==> src/rtl/prng_pkg.sv <==
// Shared definitions for the LFSR pseudo-random generators.
//   TAPS_W*     : maximal-length Galois feedback masks for common widths
//   galois_next : one Galois LFSR step, computed at MAX_WIDTH bits; callers
//                 zero-extend their state/taps and truncate the result
package prng_pkg;

    localparam int MAX_WIDTH = 32;

    localparam logic [3:0]  TAPS_W4  = 4'hC;          // x^4+x^3+1
    localparam logic [7:0]  TAPS_W8  = 8'hB8;         // x^8+x^6+x^5+x^4+1
    localparam logic [15:0] TAPS_W16 = 16'hB400;      // x^16+x^14+x^13+x^11+1
    localparam logic [31:0] TAPS_W32 = 32'h80200003;  // x^32+x^22+x^2+x+1

    // Shift right and fold the taps back in whenever a one falls off the end.
    // Upper bits beyond the caller's width stay zero, so truncation is exact.
    function automatic logic [MAX_WIDTH-1:0] galois_next(
        input logic [MAX_WIDTH-1:0] state,
        input logic [MAX_WIDTH-1:0] taps
    );
        return state[0] ? ((state >> 1) ^ taps) : (state >> 1);
    endfunction

endpackage

==> src/rtl/lfsr_period_mon.sv <==
// Sequence-period monitor for the LFSR stream.
// Remembers the origin (last loaded seed), counts accepted steps, and reports
// when the generator steps back onto the origin.
//   clk, rst    : clock, synchronous active-high reset
//   load        : new origin is load_value; restarts the step count
//   load_value  : sanitised (non-zero) seed
//   fire        : a word was accepted this cycle; the state moves to next
//   next        : state the generator will hold after this fire
//   period_done : one-cycle pulse when next equalled the origin
//   period_len  : steps in the last completed period, held until the next one
module lfsr_period_mon #(
    parameter int               WIDTH = 4,
    parameter logic [WIDTH-1:0] SEED  = WIDTH'(1)
) (
    input  logic             clk,
    input  logic             rst,
    input  logic             load,
    input  logic [WIDTH-1:0] load_value,
    input  logic             fire,
    input  logic [WIDTH-1:0] next,
    output logic             period_done,
    output logic [WIDTH-1:0] period_len
);

    logic [WIDTH-1:0] origin;
    logic [WIDTH-1:0] count;

    // NOTE: reset is synchronous, so it lives inside the clocked block as an
    // ordinary highest-priority branch rather than in the sensitivity list.
    always_ff @(posedge clk) begin
        if (rst) begin
            origin      <= SEED;
            count       <= '0;
            period_done <= 1'b0;
            period_len  <= '0;
        end else begin
            period_done <= 1'b0;
            if (load) begin
                // A load overrides any fire in the same cycle.
                origin <= load_value;
                count  <= '0;
            end else if (fire) begin
                if (next == origin) begin
                    period_done <= 1'b1;
                    period_len  <= count + WIDTH'(1);
                    count       <= '0;
                end else begin
                    // Free wrap: a wrapped count simply never reports.
                    count <= count + WIDTH'(1);
                end
            end
        end
    end

endmodule

==> src/rtl/lfsr_prng_stream.sv <==
// Galois LFSR pseudo-random word stream with run-time seeding, valid/ready
// output handshake and on-chip period measurement.
//   clk, rst    : clock, synchronous active-high reset
//   en          : enable; allows out_valid to (re)assert
//   seed_load   : one-cycle pulse loading seed_in as new state and origin
//   seed_in     : seed value; zero is replaced by SEED
//   out_ready   : consumer ready
//   out_valid   : rand_out holds an unconsumed word
//   rand_out    : current LFSR state
//   seed_zero   : one-cycle pulse when a zero seed was substituted
//   period_done : one-cycle pulse when the sequence returned to its origin
//   period_len  : length of the last completed period
module lfsr_prng_stream
    import prng_pkg::*;
#(
    parameter int               WIDTH = 4,
    parameter logic [WIDTH-1:0] TAPS  = WIDTH'(TAPS_W4),
    parameter logic [WIDTH-1:0] SEED  = WIDTH'(1)
) (
    input  logic             clk,
    input  logic             rst,
    input  logic             en,
    input  logic             seed_load,
    input  logic [WIDTH-1:0] seed_in,
    input  logic             out_ready,
    output logic             out_valid,
    output logic [WIDTH-1:0] rand_out,
    output logic             seed_zero,
    output logic             period_done,
    output logic [WIDTH-1:0] period_len
);

    logic             fire;
    logic [WIDTH-1:0] next;
    logic             seed_is_zero;
    logic [WIDTH-1:0] load_value;

    assign fire         = out_valid & out_ready;
    assign next         = WIDTH'(galois_next(MAX_WIDTH'(rand_out), MAX_WIDTH'(TAPS)));
    // The all-zero state is a lock-up point for an XOR LFSR; never load it.
    assign seed_is_zero = (seed_in == '0);
    assign load_value   = seed_is_zero ? SEED : seed_in;

    // NOTE: every register here is updated with non-blocking assignments so
    // all of them see the pre-edge values of fire/next/out_valid.
    always_ff @(posedge clk) begin
        if (rst) begin
            rand_out  <= SEED;
            out_valid <= 1'b0;
            seed_zero <= 1'b0;
        end else begin
            seed_zero <= 1'b0;
            if (seed_load) begin
                rand_out  <= load_value;
                out_valid <= 1'b0;
                seed_zero <= seed_is_zero;
            end else begin
                if (fire) begin
                    rand_out <= next;
                end
                // A presented word is never retracted: only a fire may clear
                // out_valid, and then only if en has dropped.
                out_valid <= fire ? en : (out_valid | en);
            end
        end
    end

    lfsr_period_mon #(
        .WIDTH (WIDTH),
        .SEED  (SEED)
    ) u_period_mon (
        .clk         (clk),
        .rst         (rst),
        .load        (seed_load),
        .load_value  (load_value),
        .fire        (fire),
        .next        (next),
        .period_done (period_done),
        .period_len  (period_len)
    );

endmodule

==> config.mk <==
export PLATFORM = sky130hd
export DESIGN_NAME = lfsr_prng_stream
export DESIGN_NICKNAME = d
export VERILOG_FILES = /design/src/rtl/prng_pkg.sv /design/src/rtl/lfsr_period_mon.sv /design/src/rtl/lfsr_prng_stream.sv
export SDC_FILE = /design/constraint.sdc
export NUM_CORES = 1
export LEC_CHECK = 0
export CAP_MARGIN = 20
export CORE_MARGIN = 2
export CORE_UTILIZATION = 47
export DETAILED_ROUTE_END_ITERATION = 12
export GPL_TIMING_DRIVEN = 0
export PLACE_DENSITY = 0.79
export SLEW_MARGIN = 20
export SYNTH_ARGS = -nofsm -noshare
export SYNTH_HDL_FRONTEND = slang
export SYNTH_SLANG_ARGS = --single-unit
==> constraint.sdc <==
create_clock -name clk -period 2.12 [get_ports clk]
set_input_delay 0.212 -clock clk [delete_from_list [all_inputs] [get_ports clk]]
set_output_delay 0.212 -clock clk [all_outputs]
set_load 0.03 [all_outputs]
==> qor.txt <==
Outcome: completed
Fraction of final layout cells with drive strength greater than 1: 0.0776
Average vias per placed instance: 5.35
Final worst path period need: 1.69 ns
Count of TritonRoute iterations in the first routing pass: 4
Worst-margin pin slew: 0.469 ns
Synthesis Warnings: 0
Number of synthesized register bits: 19
Number of buffers on the longest clock path: 2
Critical Path Sink Type: output port
Count of final max-slew check failures: 0
Max-cap viol count: 0
Crit path launch: out_valid
Slew Limit Headroom: 0.687
Placement Setup Slack: 0.358 ns
RD Place Congestion: 0.881
Residual overflow from global routing: 0
Achievable frequency: 0.590 GHz
Post-route cell area: 1100 um^2
Top-Level Pins: 20
Critical path's largest stage delay: 0.72 ns
Post-Synthesis Cells: 94
Areal power density over the cells: 603 nW/um^2
Syn Std Cell Area: 858 um^2
Post-layout worst setup margin: 0.425 ns
Data required time at the worst endpoint: 1.91 ns
Hold path startpoint: seed_load
Worst-Skew Late Latency: 0.29 ns
DRC violations left: 0
Global-route total usage across every layer: 0.191
Critical path launch point type: flop
Reg2Reg Setup Slack: 0.51 ns
Post-Synthesis Net Count: 104
Filler cells: 165
Final worst-path cycle share: 0.799
CP Cell Sequence: clkdlybuf4s50_1
X dimension of the die: 46.7 um
Drt initial violations: 15
Routed via count: 755
CTS tree: yes
Number of antenna violations at the first check in global routing: 0
Root Buffer Master: sky130_fd_sc_hd__clkbuf_4
DRT Wirelength: 1.74 mm
Post-route clock skew: 0.00550 ns
Avg Inst Size Synth: 9.13 um^2
Largest fanout of any net on the critical path: 7
Commonest non-fill, non-tap cells in the layout: 19 x sky130_fd_sc_hd__dfxtp_1, 18 x sky130_fd_sc_hd__clkdlybuf4s50_1, 10 x sky130_fd_sc_hd__a21oi_1
Full die area: 2180 um^2
Count of hold-fix buffers inserted at cts: 0
Maximum vdd ir drop: 452 uV
Post-synthesis sequential area ratio: 0.443
Core ar.: 1730 um^2
Post-route antenna net violation count: 0
Cell family with the largest share of critical-path delay: buffers and inverters
Die boundary height: 46.7 um
Standard cell area after detailed placement: 1070 um^2
Initial Util: 0.497
Setup CP Type: reg -> out
Async set-reset flop share out of synthesis: 0
Final HPWL from detailed placement: 1.32 mm
Endpoints failing setup: 0
Leakage power total: 0.424 nW
Count of antenna diodes in the layout: 0
Worst reg2reg path startpoint: rand_out[0]
EDFF count, synth: 0
Number of setup buffers added after CTS: 0
P&R area growth vs syn: 27.8%
Tightest Hold Check Type: in -> reg
FP Rows: 15
Distinct cell type count after synthesis: 31
Most common cell after layout, fill and taps aside: sky130_fd_sc_hd__dfxtp_1
Count of endpoints failing hold in the final timing report: 0
Number of buffers and inverters on the critical path: 1
Slowest cell on crit path: sky130_fd_sc_hd__clkdlybuf4s50_1
DR WL/cell: 12.3 um
Setup repair after global routing missed its margin: false
Reg clk slew, reported paths: 0.11 ns
Arrival time of data at the critical path endpoint: 1.48 ns
First-pass GRT wire length: 2.95 mm
Sum Neg Setup Slack: 0 ns
Number of global-route vias before repair: 695
Number of nets in the final layout: 127
Ys flop type: sky130_fd_sc_hd__dfxtp_1
H-Tree Depth: 1
Maximum number of pins on one net before global-route repair: 12
Post-cts repair resize count: 0
Count of buffers from port buffering: 18
Inserted Clock Buffers: 3
Sinks on the clock net: 19
==> metal layers <==
layer  GRT usage  routed length, um  vias up
met2       0.308                839       27
li1            -                  -      377
met4      0.0833                 27        0
met5           0                  0        -
met3      0.0346                102        5
met1       0.253                766      346
==> final timing paths <==
check | to | cells past startpoint
setup / recovery | out_valid | 1
setup reg to reg | u_period_mon.period_len[1] | 5
hold reg to reg | u_period_mon.period_len[3] | 2
hold / removal | u_period_mon.origin[3] | 3
==> report_power, final <==
group	switching (mW)	internal [mW]	total [mW]	leakage (nW)
logic	0.0536	0.0509	0.105	0.251
registers	0.00994	0.368	0.378	0.155
clock network	0.109	0.0702	0.179	0.0177
total	0.173	0.489	0.661	0.424
==> metrics by stage <==
stage	std cells	hold slack, ns	power (mW)	utilization
detailed placement	137	0.447	0.490	0.620
CTS	141	0.427	0.669	0.636
floorplan	94	0.329	0.450	-
global placement	137	0.438	0.487	0.620
global route	141	0.477	0.695	0.636
finish	141	0.448	0.661	0.636
==> worst min-delay path: cells and delay by family <==
kind | cells | cell delay (ns)
AND/OR/NAND/NOR | 1 | 0.19
buffers and inverters | 1 | 0.18
AO/OA/AOI/OAI | 1 | 0.13
==> cell families (layout without fill, tap and decap cells) <==
group | count (synthesis) | in the layout | synth area share
simple gates | 32 | 32 | 0.195
compound gates | 23 | 23 | 0.168
mux | 4 | 4 | 0.0466
flops | 19 | 19 | 0.443
fa+ha+maj | 1 | 1 | 0.0146
buf+inv | 8 | 30 | 0.0452
xor+xnor | 7 | 7 | 0.0875
==> area by class of cell <==
cell class	instances	area (um^2)	share of cell area
Clock buffer	3	22.5	0.0205
Sequential cell	19	380	0.347
Multi-Input combinational cell	67	439	0.400
Clock inverter	1	5.00	0.00456
Timing Repair Buffer	18	180	0.164
Inverter	3	11.3	0.0103
Buffer	5	27.5	0.0251
Tap cell	25	31.3	0.0285
==> sequential cells by signal, summed over array words and instances (netlist names) <==
signal,cells
u_period_mon.origin,4
out_valid,1
u_period_mon.period_done,1
u_period_mon.count,4
u_period_mon.period_len,4
rand_out,4
seed_zero,1
==> cells in the mapped netlist (all sizes together) (2+ instances only) <==
cell,instances,area share
mux2i,4,0.047
clkbuf,3,0.013
nor2,8,0.035
nand4,4,0.029
buf,2,0.019
and3,2,0.015
inv,3,0.013
nand2b,2,0.015
o21a,3,0.026
a211oi,2,0.017
nor3,2,0.017
nand2,8,0.035
dfxtp,19,0.44
a21oi,11,0.069
xnor2,6,0.061
o21ai,4,0.023
No activity file was read; power rests on OpenSTA's default activity.
==> RTL edit 1 (same settings) <==
`WIDTH` is set to 4 in 2 places; all go to 6.
--- a/src/rtl/lfsr_period_mon.sv
+++ b/src/rtl/lfsr_period_mon.sv
@@ -9,7 +9,7 @@
 //   period_done : one-cycle pulse when next equalled the origin
 //   period_len  : steps in the last completed period, held until the next one
 module lfsr_period_mon #(
-    parameter int               WIDTH = 4,
+    parameter int               WIDTH = 6,
     parameter logic [WIDTH-1:0] SEED  = WIDTH'(1)
 ) (
     input  logic             clk,
--- a/src/rtl/lfsr_prng_stream.sv
+++ b/src/rtl/lfsr_prng_stream.sv
@@ -13,7 +13,7 @@
 module lfsr_prng_stream
     import prng_pkg::*;
 #(
-    parameter int               WIDTH = 4,
+    parameter int               WIDTH = 6,
     parameter logic [WIDTH-1:0] TAPS  = WIDTH'(TAPS_W4),
     parameter logic [WIDTH-1:0] SEED  = WIDTH'(1)
 ) (
Ports: changed (resized period_len, rand_out and seed_in); port bits go from 20 to 26. No check against the original RTL was run, so the function may have changed too.
==> RTL edit 1 against the unedited design <==
Cell area is 44% higher. Routed wire length is 62% higher. Sequential cell count is 8 higher. Synthesized cell count is 49% higher. Fmax is 12% lower. Worst setup slack worse by 230 ps. Clock power is 24% higher. Power is 34% higher. Via count is 43% higher. Utilization is 0.75 points lower. Hold slack better by 21 ps. Area after synthesis is 48% higher. Count of clock-buffer cells in the layout stayed put. Largest cell class unchanged. Final cell count is 41% higher. Largest power group unchanged. Critical path type is now reg2reg.
==> RTL edit 1: results (changes against the unedited design) <==
<table>
<tr><th>Metric</th><th>Value</th></tr>
<tr><th colspan="2">Finish</th></tr>
<tr><td>Non-clock buffer share</td><td>0.1722 (-0.01709)</td></tr>
<tr><td>Layout cell share with drive strength beyond 1</td><td>0.06509 (-0.01250)</td></tr>
<tr><td>Number of combinational gates with multiple inputs</td><td>104 (+55%)</td></tr>
<tr><td>Multi-input gate share of the layout cell area</td><td>0.4384 (+0.03816)</td></tr>
<tr><th colspan="2">CTS</th></tr>
<tr><td>Clock slew seen by the registers of the worst setup and hold paths</td><td>150 ps (+40 ps)</td></tr>
<tr><th colspan="2">Global routing</th></tr>
<tr><td>M1 GR Usage</td><td>0.2453 (-0.007728)</td></tr>
<tr><td>Total Routing Usage GR</td><td>0.1866 (-0.004866)</td></tr>
<tr><td>Maximum number of pins on one net before global-route repair</td><td>16 (+4)</td></tr>
<tr><th colspan="2">Power</th></tr>
<tr><td>Power consumed by sequential cells</td><td>0.537 mW (+42%)</td></tr>
<tr><td>Peak supply drop</td><td>0.4294 mV (-5.0%)</td></tr>
<tr><td>Static leakage</td><td>0.5810 nW (+37%)</td></tr>
<tr><th colspan="2">Hold path</th></tr>
<tr><td>Worst Hold Launch</td><td>u_period_mon.period_len[1]</td></tr>
<tr><th colspan="2">Setup path</th></tr>
<tr><td>Critical path origin</td><td>rand_out[2]</td></tr>
<tr><td>Crit path DAT</td><td>2150 ps (+670 ps)</td></tr>
<tr><th colspan="2">Routing</th></tr>
<tr><td>Vias per inst</td><td>5.437 (+1.5%)</td></tr>
<tr><td>Detailed-route wire length</td><td>2807 um (+62%)</td></tr>
<tr><th colspan="2">Synth</th></tr>
<tr><td>Post-synthesis net count</td><td>152 (+46%)</td></tr>
<tr><td>Fraction of synthesized cell area in xor and xnor cells</td><td>0.09665 (+0.009183)</td></tr>
<tr><td>Adder-cell area share of the yosys netlist</td><td>0.009862 (-0.004715)</td></tr>
<tr><td>Top post-synthesis cells by area</td><td>dfxtp_1, xor2_1, nor2_1</td></tr>
<tr><td>Share of the yosys chip area belonging to registers</td><td>0.4260 (-0.01711)</td></tr>
<tr><th colspan="2">Place</th></tr>
<tr><td>Post-Place Worst Slack</td><td>66.97 ps (-291.1 ps)</td></tr>
<tr><td># port buffers</td><td>25 (+7)</td></tr>
<tr><td>Last weighted congestion value of the routability-driven placer</td><td>0.8299 (-5.8%)</td></tr>
<tr><th colspan="2">Outcome</th></tr>
<tr><td>Run status</td><td>finished, final reports clean</td></tr>
<tr><th colspan="2">STA</th></tr>
<tr><td>Rel. slew slack</td><td>0.6739 (-0.01356)</td></tr>
<tr><td>Layout Skew</td><td>13.38 ps (+7.878 ps)</td></tr>
</table>
## RTL edit 1: cell types whose count changed after synthesis, sizes merged, moves of 3 or more
cell	before	now
dfxtp	19	27
nand3	1	7
nand4	4	0
nor2	8	14
nand2b	2	6
mux2	0	3
a211o	0	3
a211oi	2	7
xor2	0	10
nand2	8	11
## RTL edit 1: logic make-up after synthesis
| kind of cell | count (synthesis) |
|---|---|
| simple gates | 53 |
| buf+inv | 9 |
| fa+ha+maj | 1 |
| xor+xnor | 14 |
| flops | 27 |
| compound gates | 29 |
| mux | 7 |
## RTL edit 1: worst max-delay path: stages (launching register included)
cell      delay [ps]
dfxtp_1          390
xor2_1           180
or4_4            570
a211oi_4         310
mux2_2           370
## RTL edit 1: final timing paths
check                                                   to  depth (start not counted)  slack, ps
worst min register to register  u_period_mon.period_len[1]                          2        470
worst max-delay path            u_period_mon.period_len[0]                          4        200
worst max register to register  u_period_mon.period_len[0]                          4        200
worst min-delay path            u_period_mon.period_len[1]                          2        470
==> RTL edit 2 (same flow settings) <==
Without the edit above. Make the reset (`rst`) asynchronous in 2 clocked blocks. Comments in the files are not updated.
--- a/src/rtl/lfsr_period_mon.sv
+++ b/src/rtl/lfsr_period_mon.sv
@@ -27,7 +27,7 @@
 
     // NOTE: reset is synchronous, so it lives inside the clocked block as an
     // ordinary highest-priority branch rather than in the sensitivity list.
-    always_ff @(posedge clk) begin
+    always_ff @(posedge clk or posedge rst) begin
         if (rst) begin
             origin      <= SEED;
             count       <= '0;
--- a/src/rtl/lfsr_prng_stream.sv
+++ b/src/rtl/lfsr_prng_stream.sv
@@ -43,7 +43,7 @@
 
     // NOTE: every register here is updated with non-blocking assignments so
     // all of them see the pre-edge values of fire/next/out_valid.
-    always_ff @(posedge clk) begin
+    always_ff @(posedge clk or posedge rst) begin
         if (rst) begin
             rand_out  <= SEED;
             out_valid <= 1'b0;
Function: differs if rst is asserted again (counterexample within 4 cycles, from zero or initial values and one cycle with rst high); with rst held inactive, the same outputs for 10 cycles.
==> RTL edit 2 against the unedited design <==
Final cell count decreased by 8.5%. Register-to-register slack worse by 200 ps. Sequential share of layout area grew 7.4 points. Power up 13%. Sequential cell count unchanged. Worst setup slack got worse by 130 ps. Routed wire length down 7.1%. Area after synthesis is 4.5% higher. Cell area rose by 3.5%. Largest cell class is now registers.
==> RTL edit 2: results (changes against the unedited design) <==
<table>
<tr><th>Metric</th><th>Value</th></tr>
<tr><th colspan="2">Setup path</th></tr>
<tr><td>Largest fanout of any net on the critical path</td><td>6 (-1)</td></tr>
<tr><td>RR Startpoint</td><td>rand_out[0]</td></tr>
<tr><td>Highest cell delay on the worst timing path</td><td>690 ps (-30 ps)</td></tr>
<tr><td>Crit path DAT</td><td>1620 ps (+140 ps)</td></tr>
<tr><th colspan="2">Global routing</th></tr>
<tr><td>Total Routing Usage GR</td><td>0.1644 (-0.02697)</td></tr>
<tr><td>Wire length of the first global-routing pass</td><td>2435 um (-18%)</td></tr>
<tr><td>Maximum number of pins on one net before global-route repair</td><td>20 (+8)</td></tr>
<tr><td>Vias in the first global route</td><td>556 (-20%)</td></tr>
<tr><td>Number of antenna violations at the first check in global routing</td><td>0 (unchanged)</td></tr>
<tr><th colspan="2">Synth</th></tr>
<tr><td>Share of the yosys chip area belonging to registers</td><td>0.5328 (+0.08963)</td></tr>
<tr><td>Number of warning messages in the yosys log</td><td>0 (unchanged)</td></tr>
<tr><td>Top post-synthesis cells by area</td><td>dfrtp_1, dfstp_2, o21ai_0</td></tr>
<tr><td>Post-synthesis net count</td><td>92 (-12%)</td></tr>
<tr><td>Number of distinct library cells after synthesis</td><td>24 (-23%)</td></tr>
<tr><td>Synth async-reset ratio</td><td>1.000 (+1.000)</td></tr>
<tr><td>Dominant synthesized flop cell</td><td>dfrtp_1</td></tr>
<tr><td>Leading cell types by count after synthesis</td><td>dfrtp_1, nand2_1, o21ai_0</td></tr>
<tr><th colspan="2">Place</th></tr>
<tr><td># port buffers</td><td>18 (unchanged)</td></tr>
<tr><td>Last weighted congestion value of the routability-driven placer</td><td>0.7848 (-11%)</td></tr>
<tr><td>DP HPWL</td><td>1179 um (-11%)</td></tr>
<tr><th colspan="2">Routing</th></tr>
<tr><td>First-pass iteration count of the detailed router</td><td>4 (unchanged)</td></tr>
<tr><td>Routed len/inst</td><td>12.49 um (+1.5%)</td></tr>
<tr><td>Starting DRT DRC Count</td><td>12 (-3)</td></tr>
<tr><td>Vias per inst</td><td>5.163 (-3.6%)</td></tr>
<tr><th colspan="2">STA</th></tr>
<tr><td>Transition at the pin with the smallest max-transition slack</td><td>692.5 ps (+223.7 ps)</td></tr>
<tr><td>Layout Skew</td><td>9.624 ps (+4.125 ps)</td></tr>
<tr><th colspan="2">Finish</th></tr>
<tr><td>Antenna diodes</td><td>0 (unchanged)</td></tr>
<tr><td>Number of nets at the end of the flow</td><td>115 (-9.4%)</td></tr>
<tr><td>Layout cell share with drive strength beyond 1</td><td>0.1346 (+0.05703)</td></tr>
<tr><td>Fillers</td><td>166 (+0.61%)</td></tr>
<tr><th colspan="2">Outcome</th></tr>
<tr><td>Run status</td><td>finished, final reports clean</td></tr>
<tr><th colspan="2">Power</th></tr>
<tr><td>Peak supply drop</td><td>0.5726 mV (+27%)</td></tr>
<tr><td>Static leakage</td><td>0.5258 nW (+24%)</td></tr>
<tr><th colspan="2">Hold path</th></tr>
<tr><td>HP Class</td><td>in2reg</td></tr>
</table>
==> RTL edit 2: power by group <==
part | internal (mW) | switching [mW]
combinational | 0.0725 | 0.0801
sequential | 0.386 | 0.0222
clock | 0.0703 | 0.114
==> RTL edit 2: path summary, 6_finish.rpt <==
path                       cells past startpoint                          to  slack [ps]
setup / recovery                               1                 rand_out[0]         290
hold / removal                                 2    u_period_mon.period_done         110
setup reg to reg                               4  u_period_mon.period_len[2]         310
hold reg to reg                                1  u_period_mon.period_len[2]         510
max in group asynchronous                      2      u_period_mon.origin[1]        1370
min in group asynchronous                      2       u_period_mon.count[1]         310
==> RTL edit 2: final cells by class <==
class | count | share of cell area
Buffer | 3 | 0.01652
Clock buffer | 3 | 0.01982
Clock inverter | 1 | 0.004405
Inverter | 7 | 0.02313
Multi-Input combinational cell | 53 | 0.3293
Sequential cell | 19 | 0.4207
Tap cell | 25 | 0.02753
Timing Repair Buffer | 18 | 0.1586
==> RTL edit 2: stage by stage <==
stage	cells	worst slack, ps	instance area [sq um]
floorplan	82	332.8	897.1
global placement	125	321.2	1109
detailed placement	125	307.9	1109
CTS	129	287.7	1136
global route	129	247.9	1136
finish	129	291.8	1136
==> RTL edit 2: logic make-up (layout without fill, tap and decap cells) <==
family	Yosys count	in the layout	share of synthesized area
buffers and inverters	10	32	0.05021
AOI/OAI and AO/OA	15	15	0.08368
muxes	7	7	0.08368
and+or+nand+nor	23	23	0.1506
xor gates and xnor gates	7	7	0.08507
adders and majority gates	1	1	0.01394
DFF	19	19	0.5328
==> RTL edit 2: metal layers <==
layer  global-route usage  vias to the layer above  wire (um)
li1                     -                      321          -
met1               0.1966                      317        687
met2               0.2507                       24        769
met3              0.05283                        4        105
met4               0.1135                        0         48
met5                    0                        -          0
